### src/rtl/rns_pkg.sv
// Shared RNS constants and the reconstruction FSM state type.
package rns_pkg;

    // Moduli ordered as in the EX-stage: index 1 is the byte domain, index 0 the odd domain.
    localparam logic [1:0][8:0] RNS_MODULI   = {9'd256, 9'd129};
    localparam logic [8:0]      RNS_MOD_HI   = RNS_MODULI[0];
    localparam logic [7:0]      RNS_INV_HI   = 8'd64;
    localparam int unsigned     RNS_DEST_WID = 4;
    localparam int unsigned     RNS_DATA_WID = 16;

    typedef enum logic [1:0] {
        IDLE   = 2'd0,
        REDUCE = 2'd1,
        MUL    = 2'd2,
        DONE   = 2'd3
    } recon_state_e;

endpackage

### src/rtl/mod_dbl_add.sv
// One step of an MSB-first shift-add modular multiply: (2*acc + (add_en ? d : 0)) mod modulus.
module mod_dbl_add (
    input  logic [7:0] acc,
    input  logic [7:0] d,
    input  logic       add_en,
    input  logic [8:0] modulus,
    output logic [7:0] sum_c
);

    logic [9:0] mod_ext;
    logic [9:0] t0;
    logic [9:0] t1;

    // acc < modulus keeps t0 below 3*modulus, so two conditional subtracts suffice.
    always_comb begin
        mod_ext = {1'b0, modulus};
        t0      = {1'b0, acc, 1'b0} + (add_en ? {2'b00, d} : 10'd0);
        t1      = (t0 >= mod_ext) ? t0 - mod_ext : t0;
        sum_c   = (t1 >= mod_ext) ? 8'(t1 - mod_ext) : 8'(t1);
    end

endmodule

### src/rtl/rns_recon_ctrl.sv
// Mixed-radix CRT reconstruction of a (mod 256, mod MOD_HI) RNS value into a 16-bit integer.
// Optional macro RNS_RECON_RANGE_CHK_EN flags a_lo >= MOD_HI as a range error with result 0.
module rns_recon_ctrl
    import rns_pkg::*;
#(
    parameter logic [8:0]  MOD_HI   = RNS_MOD_HI,
    parameter logic [7:0]  INV_HI   = RNS_INV_HI,
    parameter int unsigned DEST_WID = RNS_DEST_WID
) (
    input  logic                clk,
    input  logic                reset,
    input  logic                start,
    input  logic [15:0]         rns_in,
    input  logic [DEST_WID-1:0] dest_in,
    input  logic                flush,
    output logic                busy,
    output logic                done,
    output logic [15:0]         result,
    output logic [DEST_WID-1:0] dest_out,
    output logic                range_err
);

    localparam logic [2:0] MSB_IDX = 3'd7;

    recon_state_e        state_q, state_d;
    logic [7:0]          a_hi_q, a_hi_d;
    logic [7:0]          a_lo_q, a_lo_d;
    logic [DEST_WID-1:0] dest_q, dest_d;
    logic [7:0]          d_q, d_d;
    logic [7:0]          acc_q, acc_d;
    logic [2:0]          bit_cnt_q, bit_cnt_d;
    logic                busy_q, busy_d;
    logic                done_q, done_d;
    logic [15:0]         result_q, result_d;
    logic [DEST_WID-1:0] dest_out_q, dest_out_d;
    logic                err_q, err_d;
    logic                range_err_q, range_err_d;

    logic [8:0]          hi_ext;
    logic [8:0]          r_red;
    logic signed [8:0]   diff;
    logic [7:0]          d_calc;
    logic                lo_bad;
    logic [7:0]          mul_sum;

    // a_hi < 2*MOD_HI, so a single conditional subtract reduces it.
    always_comb begin
        hi_ext = {1'b0, a_hi_q};
        r_red  = (hi_ext >= MOD_HI) ? hi_ext - MOD_HI : hi_ext;
        diff   = $signed({1'b0, a_lo_q}) - $signed(r_red);
        d_calc = diff[8] ? 8'(diff + $signed(MOD_HI)) : 8'(diff);
        lo_bad = ({1'b0, a_lo_q} >= MOD_HI);
    end

    mod_dbl_add u_mod_dbl_add (
        .acc     (acc_q),
        .d       (d_q),
        .add_en  (INV_HI[bit_cnt_q]),
        .modulus (MOD_HI),
        .sum_c   (mul_sum)
    );

    // Next-state and registered-output logic.
    always_comb begin
        state_d     = state_q;
        a_hi_d      = a_hi_q;
        a_lo_d      = a_lo_q;
        dest_d      = dest_q;
        d_d         = d_q;
        acc_d       = acc_q;
        bit_cnt_d   = bit_cnt_q;
        busy_d      = busy_q;
        done_d      = 1'b0;
        result_d    = result_q;
        dest_out_d  = dest_out_q;
        err_d       = err_q;
        range_err_d = 1'b0;

        case (state_q)
            IDLE: begin
                if (start && !flush) begin
                    a_hi_d  = rns_in[15:8];
                    a_lo_d  = rns_in[7:0];
                    dest_d  = dest_in;
                    busy_d  = 1'b1;
                    state_d = REDUCE;
                end
            end
            REDUCE: begin
                if (flush) begin
                    busy_d  = 1'b0;
                    state_d = IDLE;
                end else begin
                    d_d       = d_calc;
                    acc_d     = 8'd0;
                    bit_cnt_d = MSB_IDX;
`ifdef RNS_RECON_RANGE_CHK_EN
                    err_d     = lo_bad;
                    state_d   = lo_bad ? DONE : MUL;
`else
                    err_d     = 1'b0;
                    state_d   = MUL;
`endif
                end
            end
            MUL: begin
                if (flush) begin
                    busy_d  = 1'b0;
                    state_d = IDLE;
                end else begin
                    acc_d     = mul_sum;
                    bit_cnt_d = bit_cnt_q - 3'd1;
                    if (bit_cnt_q == 3'd0) begin
                        state_d = DONE;
                    end
                end
            end
            DONE: begin
                done_d      = 1'b1;
                busy_d      = 1'b0;
                result_d    = err_q ? 16'h0000 : {acc_q, a_hi_q};
                dest_out_d  = dest_q;
                range_err_d = err_q;
                state_d     = IDLE;
            end
            default: begin
                busy_d  = 1'b0;
                state_d = IDLE;
            end
        endcase
    end

    always_ff @(posedge clk or posedge reset) begin
        if (reset) begin
            state_q     <= IDLE;
            a_hi_q      <= 8'd0;
            a_lo_q      <= 8'd0;
            dest_q      <= '0;
            d_q         <= 8'd0;
            acc_q       <= 8'd0;
            bit_cnt_q   <= 3'd0;
            busy_q      <= 1'b0;
            done_q      <= 1'b0;
            result_q    <= 16'd0;
            dest_out_q  <= '0;
            err_q       <= 1'b0;
            range_err_q <= 1'b0;
        end else begin
            state_q     <= state_d;
            a_hi_q      <= a_hi_d;
            a_lo_q      <= a_lo_d;
            dest_q      <= dest_d;
            d_q         <= d_d;
            acc_q       <= acc_d;
            bit_cnt_q   <= bit_cnt_d;
            busy_q      <= busy_d;
            done_q      <= done_d;
            result_q    <= result_d;
            dest_out_q  <= dest_out_d;
            err_q       <= err_d;
            range_err_q <= range_err_d;
        end
    end

    assign busy     = busy_q;
    assign done     = done_q;
    assign result   = result_q;
    assign dest_out = dest_out_q;

`ifdef RNS_RECON_RANGE_CHK_EN
    assign range_err = range_err_q;
`else
    // Without the range check the error flag never fires.
    logic unused_err;
    assign unused_err = range_err_q ^ lo_bad;
    assign range_err  = 1'b0;
`endif

endmodule
### config.mk
export PLATFORM = sky130hd
export DESIGN_NAME = rns_recon_ctrl
export DESIGN_NICKNAME = d
export VERILOG_FILES = /design/src/rtl/rns_pkg.sv /design/src/rtl/mod_dbl_add.sv /design/src/rtl/rns_recon_ctrl.sv
export SDC_FILE = /design/constraint.sdc
export NUM_CORES = 1
export LEC_CHECK = 0
export ABC_CLOCK_PERIOD_IN_PS = 4200
export BUFFER_PORTS_ARGS = -buffer_cell sky130_fd_sc_hd__buf_4
export CAP_MARGIN = 20
export CORE_ASPECT_RATIO = 1.5
export CORE_MARGIN = 4
export CORE_UTILIZATION = 45
export CTS_CLUSTER_DIAMETER = 50
export CTS_CLUSTER_SIZE = 40
export DETAILED_ROUTE_END_ITERATION = 16
export PLACE_DENSITY = 0.66
export SKIP_CTS_REPAIR_TIMING = 1
export SYNTH_ARGS = -nofsm -noshare
export SYNTH_HDL_FRONTEND = slang
export SYNTH_SLANG_ARGS = --single-unit
### constraint.sdc
create_clock -name clk -period 4.2 [get_ports clk]
set_clock_uncertainty 0.05 [all_clocks]
set_input_delay 0.42 -clock clk [delete_from_list [all_inputs] [get_ports clk]]
set_output_delay 0.42 -clock clk [all_outputs]
set_load 0.01 [all_outputs]
==> flow_summary.toml <==
[setup_path]
crit_path_top_delay_cell = "dfrtp_1"
cp-end-kind = "flip-flop"
cpPeakStageDelay_ns = 0.41
required_ns = 4.37
path_delay_family = "compound AO/OA/AOI/OAI gates"
critical_path.max_fanout = 4
rrSetupSlack_ns = 0.09
critPathBufInv = 2
cp-start-kind = "flip-flop"
crit_cells = 15
reg2reg_to = "acc_q[3]$_DFFE_PP0P_"
arrival_ns = 4.28
reg2reg_from = "bit_cnt_q[1]$_DFFE_PP0P_"
crit_chain = "ha_4 > and3_4 > ha_4 > fa_2 > a21o_1 > a221oi_4 > xnor2_2 > buf_4 > a2111o_1 > a221oi_4 > o2111ai_2 > o31ai_4 > buf_6 > o31ai_2 > a32o_1"
ff2ff_path_depth = 15
path_class = "flip-flop to flip-flop"

[sta]
slew_headroom = 0.263
period_share = 0.979
finalSetupViolations = 0
fmax_ghz = 0.243
fin_tns_setup_ns = 0
fin_crit_ns = 4.11
fin_ws_ns = 0.0870
tightest_slew_ns = 1.11
hold_viol_final = 0
drv_slew = 0

[clock_network]
cts_buffer_depth = 2
clk_pin_slew_worst_paths_ns = 0.06
cts_tree = "done"
root_buffer = "clkbuf_16"
numClockSinks = 63
htreeDepth = 3
clkLatencyLatePin_ns = 0.33
cts_made_buffers = 9

[flow_run]
cap_violations = 0

[routing]
vias = 3495
routedWlPerCell_um = 16.7
postRouteAntennaNets = 0
drt_iter0_markers = 164
vias_per_cell = 5.51
drc_errors = 0
drt_first_pass_iters = 6
wl_um = 10600

[floorplanning]
core_um2 = 9250
std_cell_rows = 43
dieArea_um2 = 11100
die_w_um = 87.3
dieHeight_um = 127
ios = 47
start_util = 0.458

[synthesis]
synth-edff-count = 0
async_flop_share = 1.00
synth_cell_types = 69
netlist_area_um2 = 4240
yosysSeqAreaShare = 0.372
yosys_register_bits = 63
syn_avg_cell_area_um2 = 10.1
yosysWarnings = 0
syn_nets = 477
synthFlopType = "dfrtp_1"
syn_inst = 421

[placed_design]
place_ws_ns = -0.122
dp_hpwl_um = 7900
placement.io_buffers = 45
gp_congestion = 0.837

[status]
status = "finished, final reports clean"

[global_routing]
grt_max_degree = 40
grt.overflow.total = 0
antenna_found_initial = 0
grt_pass1_vias = 3652
grt.total_usage = 0.192
grt_pass1_wl_um = 16700

[finish]
final_layout_size_suffix_gt1_frac = 0.374
num_antenna_cells = 0
fill_cells = 765
syn_to_final_growth_pct = 31.1
num-nets-final = 573

[worst_hold_path]
worstHoldPathType = "input port to async pin"
==> layer usage <==
layer / GRT usage / wire (um)
met1: 0.195 / 3850
met4: 0.117 / 417
met3: 0.0429 / 389
met5: 0 / 0
met2: 0.347 / 5900
==> Yosys cell counts, types with 3 or more instances <==
cell / n / area, um2
a22oi_1: 4 / 30.0
a21o_1: 4 / 30.0
xnor2_1: 17 / 149
and2_1: 3 / 18.8
mux2_2: 41 / 462
inv_1: 30 / 113
nor4_1: 7 / 43.8
nor3_1: 5 / 25.0
nand2_1: 34 / 128
o211ai_1: 4 / 30.0
buf_2: 3 / 15.0
nand2b_1: 5 / 31.3
or4_1: 4 / 30.0
o21ai_0: 18 / 90.1
nor2b_1: 5 / 31.3
a21oi_1: 13 / 65.1
o21ai_1: 9 / 45.0
and3_1: 12 / 75.1
dfrtp_1: 63 / 1580
mux2i_1: 4 / 40.0
o31ai_1: 3 / 22.5
nand3_1: 8 / 40.0
nor2_1: 21 / 78.8
xor2_1: 10 / 87.6
ha_1: 30 / 375
clkbuf_1: 9 / 33.8
==> cells by family after synthesis <==
group | Yosys count | synth area share
other cells | 1 | 0.000884
flops | 63 | 0.372
simple gates | 121 | 0.151
mux | 45 | 0.118
fa+ha+maj | 32 | 0.0979
xor+xnor | 28 | 0.0596
buf+inv | 43 | 0.0398
compound gates | 88 | 0.160
==> flip-flops by register name, summed over array words and instances (netlist names), 3 cells and up <==
signal / count
dest_out: 4
a_hi_q: 8
a_lo_q: 8
bit_cnt_q: 3
acc_q: 8
d_q: 8
result: 16
dest_q: 4
==> per-stage QoR <==
| step | instances | util | instance area [um2] | hold slack [ns] |
|---|---|---|---|---|
| floorplan | 421 | - | 4240 | 0.392 |
| global placement | 608 | 0.539 | 4990 | 0.416 |
| detailed placement | 608 | 0.539 | 4990 | 0.426 |
| CTS | 624 | 0.571 | 5280 | 0.0945 |
| global route | 634 | 0.601 | 5560 | 0.118 |
| finish | 634 | 0.601 | 5560 | 0.0837 |
==> final cells by class <==
class,count,area (um2),share of cell area
Inverter,30,113,0.0202
Sequential cell,63,1580,0.283
Tap cell,112,140,0.0252
Clock buffer,9,225,0.0405
Clock inverter,7,72.6,0.0130
Multi-Input combinational cell,316,2700,0.486
Timing Repair Buffer,97,732,0.132
==> layout by cell type (no fill, tap or decap), drive strengths merged, types with 4 or more instances in the layout <==
| cell type | count |
|---|---|
| buf | 97 |
| dfrtp | 63 |
| mux2 | 41 |
| nand2 | 34 |
| inv | 31 |
| ha | 30 |
| o21ai | 29 |
| nor2 | 21 |
| xnor2 | 19 |
| a21oi | 14 |
| and3 | 13 |
| xor2 | 10 |
| clkbuf | 9 |
| nand3 | 8 |
| nor4 | 7 |
| nor3 | 6 |
| nor2b | 5 |
| nand2b | 5 |
| o211ai | 5 |
| a22oi | 4 |
| a21o | 4 |
| mux2i | 4 |
| o31ai | 4 |
| or4 | 4 |
==> worst max-delay path by stage <==
| stage | start | endpoint |
|---|---|---|
| 5_1_grt | a_hi_q[3]$_DFFE_PP0P_ | d_q[7]$_DFFE_PP0P_ |
| 2_1_floorplan | bit_cnt_q[0]$_DFFE_PP0P_ | acc_q[3]$_DFFE_PP0P_ |
| 6_report | bit_cnt_q[1]$_DFFE_PP0P_ | acc_q[3]$_DFFE_PP0P_ |
| 3_3_place_gp | bit_cnt_q[0]$_DFFE_PP0P_ | acc_q[3]$_DFFE_PP0P_ |
| 3_5_place_dp | bit_cnt_q[0]$_DFFE_PP0P_ | acc_q[3]$_DFFE_PP0P_ |
| 4_1_cts | bit_cnt_q[0]$_DFFE_PP0P_ | acc_q[3]$_DFFE_PP0P_ |
Power is not shown: default switching activity piles up to over one toggle a cycle in this logic, so the estimate is an artifact.
